**config.mk**
```make
export PLATFORM = sky130hd
export DESIGN_NAME = mask_index_encoder
export DESIGN_NICKNAME = d
export VERILOG_FILES = /design/src/rtl/mask_index_encoder.sv
export SDC_FILE = /design/constraint.sdc
export NUM_CORES = 1
export LEC_CHECK = 0
export ABC_AREA = 1
export CAP_MARGIN = 20
export CORE_AREA = 2 2 160 130
export CTS_BUF_LIST = sky130_fd_sc_hd__clkbuf_16
export DETAILED_ROUTE_END_ITERATION = 8
export DIE_AREA = 0 0 162 132
export HOLD_SLACK_MARGIN = 0.12
export PLACE_DENSITY = 0.8
export SLEW_MARGIN = 20
export SYNTH_ARGS = -nofsm -noshare
export SYNTH_HDL_FRONTEND = slang
export SYNTH_SLANG_ARGS = --single-unit
```
**constraint.sdc**
```tcl
create_clock -name clk -period 8.6 [get_ports clk]
set_input_delay 0.86 -clock clk [delete_from_list [all_inputs] [get_ports clk]]
set_output_delay 0.86 -clock clk [all_outputs]
set_load 0.05 [all_outputs]
```
**src/rtl/mask_index_encoder.sv**
```systemverilog
// Sequential scanning priority encoder: walks a wide mask and emits the binary
// index of each set bit, lowest first, one per valid/ready handshake.
module mask_index_encoder #(
  parameter int IDX_W = 7,
  parameter int N     = 128
) (
  input  logic             clk,
  input  logic             rst_n,
  input  logic             load,
  input  logic [N-1:0]     mask_in,
  input  logic             clear,
  input  logic             idx_ready,
  output logic [IDX_W-1:0] idx_out,
  output logic             idx_valid,
  output logic             busy,
  output logic             done,
  output logic [IDX_W:0]   count
);

  typedef enum logic {IDLE, SCAN} state_t;

  state_t           state;
  logic [N-1:0]     pending;
  logic [N-1:0]     pending_nxt;
  logic [IDX_W-1:0] low_idx;

  // Descending walk so the lowest set bit is the last (winning) assignment.
  always_comb begin
    low_idx = '0;
    for (int i = N-1; i >= 0; i--)
      if (pending[i]) low_idx = IDX_W'(i);
  end

  // x & (x-1) drops the lowest set bit: the mask left after this handshake.
  assign pending_nxt = pending & (pending - N'(1));

  assign idx_valid = (state == SCAN);
  assign busy      = (state == SCAN);
  assign idx_out   = idx_valid ? low_idx : '0;

  always_ff @(posedge clk or negedge rst_n) begin
    if (!rst_n) begin
      state   <= IDLE;
      pending <= '0;
      done    <= 1'b0;
      count   <= '0;
    end else begin
      done <= 1'b0;
      if (clear) begin
        // Flush wins over any same-cycle handshake or load; count is kept.
        state   <= IDLE;
        pending <= '0;
      end else begin
        case (state)
          IDLE: if (load) begin
            pending <= mask_in;
            count   <= '0;
            if (mask_in != '0) state <= SCAN;
            else               done  <= 1'b1;
          end
          SCAN: if (idx_ready) begin
            pending <= pending_nxt;
            count   <= count + (IDX_W+1)'(1);
            if (pending_nxt == '0) begin
              state <= IDLE;
              done  <= 1'b1;
            end
          end
          default: state <= IDLE;
        endcase
      end
    end
  end

endmodule

```
==> impl_results.md <==
- Outcome: completed
- Critical path's largest stage delay: 0.43 ns
- H-tree depth: 4
- Ys async rst share: 100%
- WP buf/inv: 2
- Clock Tree Buf Depth: 2
- Largest fanout on the critical path: 4
- CP delay by family, top: simple AND/OR/NAND/NOR gates
- Post-route cell area: 13100 µm²
- Initial DRC count: 1676
- Placer Congestion: 0.976
- Routed WL: 35700 µm
- Hold slack final: 0.477 ns
- Mux share of post-synthesis cell area: 0%
- Clock Sinks: around 140
- Slew Limit Fails: 0
- Placed insts: 2074
- Clock-pin slew on the worst setup and hold paths: 0.06 ns
- Crit Path Class: flip-flop to output pin
- Pre-antenna DRT Iters: 5
- Number of global-route vias before repair: about 11000
- Cell count after synthesis: 1713
- Worst EP arrival: 7.64 ns
- WP data required: 7.74 ns
- Core ar.: 19700 µm²
- Setup WS pre-CTS: just under 1 ns
- Die ar.: approximately 21000 µm²
- Period Utilization, post-route: 98.8%
- CTS tree: built
- Placed cell area: 12400 µm²
- Cts bufs inserted: 17
- Filler cell count: roughly 1800
- Worst-skew pair later-pin latency: roughly 0.43 ns
- Worst vdd ir: 0.000121 V
- Via count: approximately 12000
- # setup viols final: 0
- Simple logic cell fraction of the synthesized area: a little under 30%
- First-pass GRT wire length: 57200 µm
- Static Leak: 0.00636 µW
- Register bit total from synthesis: 138
- Area Growth Syn to Fin: 21.8%
- I/O pin total: between 150 and 200
- GRT overflow: 0
- Initial antenna violation count: 0
- Largest family of logic cells by synthesized area: simple AND/OR/NAND/NOR gates
- Initial core utilization: 54.6%
- Critical path origin: pending[126]$_DFFE_PN0P_
- Synth unique cells: 37
- Clock Skew: around 0.014 ns
- Post-Syn Area per Cell: 6.27 µm²
- Post-synthesis xor/xnor area fraction: 0%
- Startpoint Class: flip-flop
- Layout cells sized above 1: 8.79%
- Drt wl/cell: 16.9 µm
- Syn Nets: between 1500 and 2000
- Final ANT Viol Nets: 0
- Hold crit path type: input pin to asynchronous set/reset pin
- Antenna Cells: 0
- Synth Flop Type: dfrtp_1
- Max-cap violations: 0
- Row count: 46
- Input/output buffers: 150
- Yosys warnings: 0
- CP max-delay cell: dfrtp_1
- Finished Layout Cells: 2108
- Largest net degree at the start of global routing: between 90 and 100
- Via-per-instance ratio: 5.81
- Mapped cell area: 10700 µm²
- Worst-margin pin slew: 1.10 ns
- Commonest cells after routing, fill and taps aside: nor2_1 (391), nand2_1 (212), inv_1 (208)
- Reg-to-Reg Start: pending[13]$_DFFE_PN0P_
- CP Capture Type: output pin
- Clock root cell: clkbuf_16
- Worst Slack Setup Final: 0.100 ns
- Post-Synth Adder-Cell Area: 0.116%
- Fmax: 118 MHz
- Pwr dens: 189 nW/µm²
- Die width: approximately 160 µm
- EDFF count, synth: 0
- Compound-cell area share of the yosys netlist: 21.2%
- Overall power: 2480 µW
- Layout Nets: 1965
- DR DRC count: 0
- Slew headroom: 27.0%
- Gr usage total: 33.2%
- Sequential area share after synthesis: 32.1%
- Hold Fails Final Rpt: 0
- Cell mode on critical path: nand2_1
- Min cycle time layout: 8.50 ns
- Die H: 132 µm
- Unrepaired setup endpoints after global routing: yes
- Most common cell after layout, fill and taps aside: nor2_1
- Hpwl dp: 26700 µm
-- sequential cells by signal, summed over array words and instances, names as in the netlist --
signal,cells
count,8
done,1
pending,128
busy,1
-- report_power, final --
group	switching (µW)	internal, µW	total [µW]
sequential	62.5	707	770
combinational	564	322	886
clock	308	515	823
total	934	1540	2480
-- repair_timing --
item,CTS,global route
endpoints found under the setup margin,0,1
resized for setup,0,4
setup buffers,0,2
hold buffers,0,0
-- kinds of logic after synthesis --
| kind of cell | after synthesis |
|---|---|
| and+or+nand+nor | 763 |
| buffers and inverters | 406 |
| AOI/OAI and AO/OA | 405 |
| DFF | 138 |
| adders and majority gates | 1 |
-- cells in the mapped netlist, types with 26 or more instances --
| cell type | number | area, µm² |
|---|---|---|
| a21oi_1 | 75 | 375 |
| clkbuf_1 | 45 | 169 |
| clkinv_1 | 27 | 101 |
| dfrtp_1 | 138 | 3450 |
| inv_1 | 207 | 777 |
| inv_2 | 92 | 345 |
| nand2_1 | 215 | 807 |
| nor2_1 | 391 | 1470 |
| nor3_1 | 39 | 195 |
| nor4_1 | 69 | 432 |
| o21ai_0 | 146 | 731 |
| o21ai_1 | 26 | 130 |
| o22ai_1 | 121 | 757 |
-- cell type report --
| class | instances | area, µm² | area share [%] |
|---|---|---|---|
| clock buffers | 17 | 425 | 3.25 |
| clock inverters | 15 | 221 | 1.69 |
| inverters | 348 | 1590 | 12.1 |
| multi-input cells | 1169 | 5510 | 42.1 |
| flip-flops and latches | 138 | 3460 | 26.4 |
| well taps | 264 | 330 | 2.52 |
| repair buffers | 157 | 1560 | 11.9 |
-- metal layers --
| layer | up-vias | global-route usage [%] | part of all wire, % |
|---|---|---|---|
| met2 | 650 | 48.0 | 41 |
| met3 | 60 | 7.74 | 11 |
| met5 | - | 0 | 0 |
| li1 | 5872 | - | - |
| met4 | 0 | 8.75 | 2.2 |
| met1 | 5675 | 49.8 | 46 |
-- worst register-to-register path: cells and delay by family (launching register included) --
family,cells,cell delay (ns)
AND/OR/NAND/NOR,25,5.61
AO/OA/AOI/OAI,3,0.86
buffers and inverters,8,0.51
flip-flops,1,0.41
-- through the flow --
step,utilization [%],setup TNS (ns)
floorplan,-,0
global placement,63.1,0
detailed placement,63.1,0
CTS,66.3,0
global route,66.5,-1.02
finish,66.5,0
-- final timing paths --
kind                                           endpoint  cells past startpoint  slack [ns]
worst max-delay path                         idx_out[0]                    128        0.10
worst min-delay path               count[1]$_DFFE_PN0P_                      1        0.48
worst max register to register           done$_DFF_PN0_                     36        1.14
worst min register to register     count[6]$_DFFE_PN0P_                      1        0.53
max in group asynchronous       pending[26]$_DFFE_PN0P_                      2        6.81
min in group clk                   count[6]$_DFFE_PN0P_                      1        0.53
No activity file was read; power rests on OpenSTA's default activity.
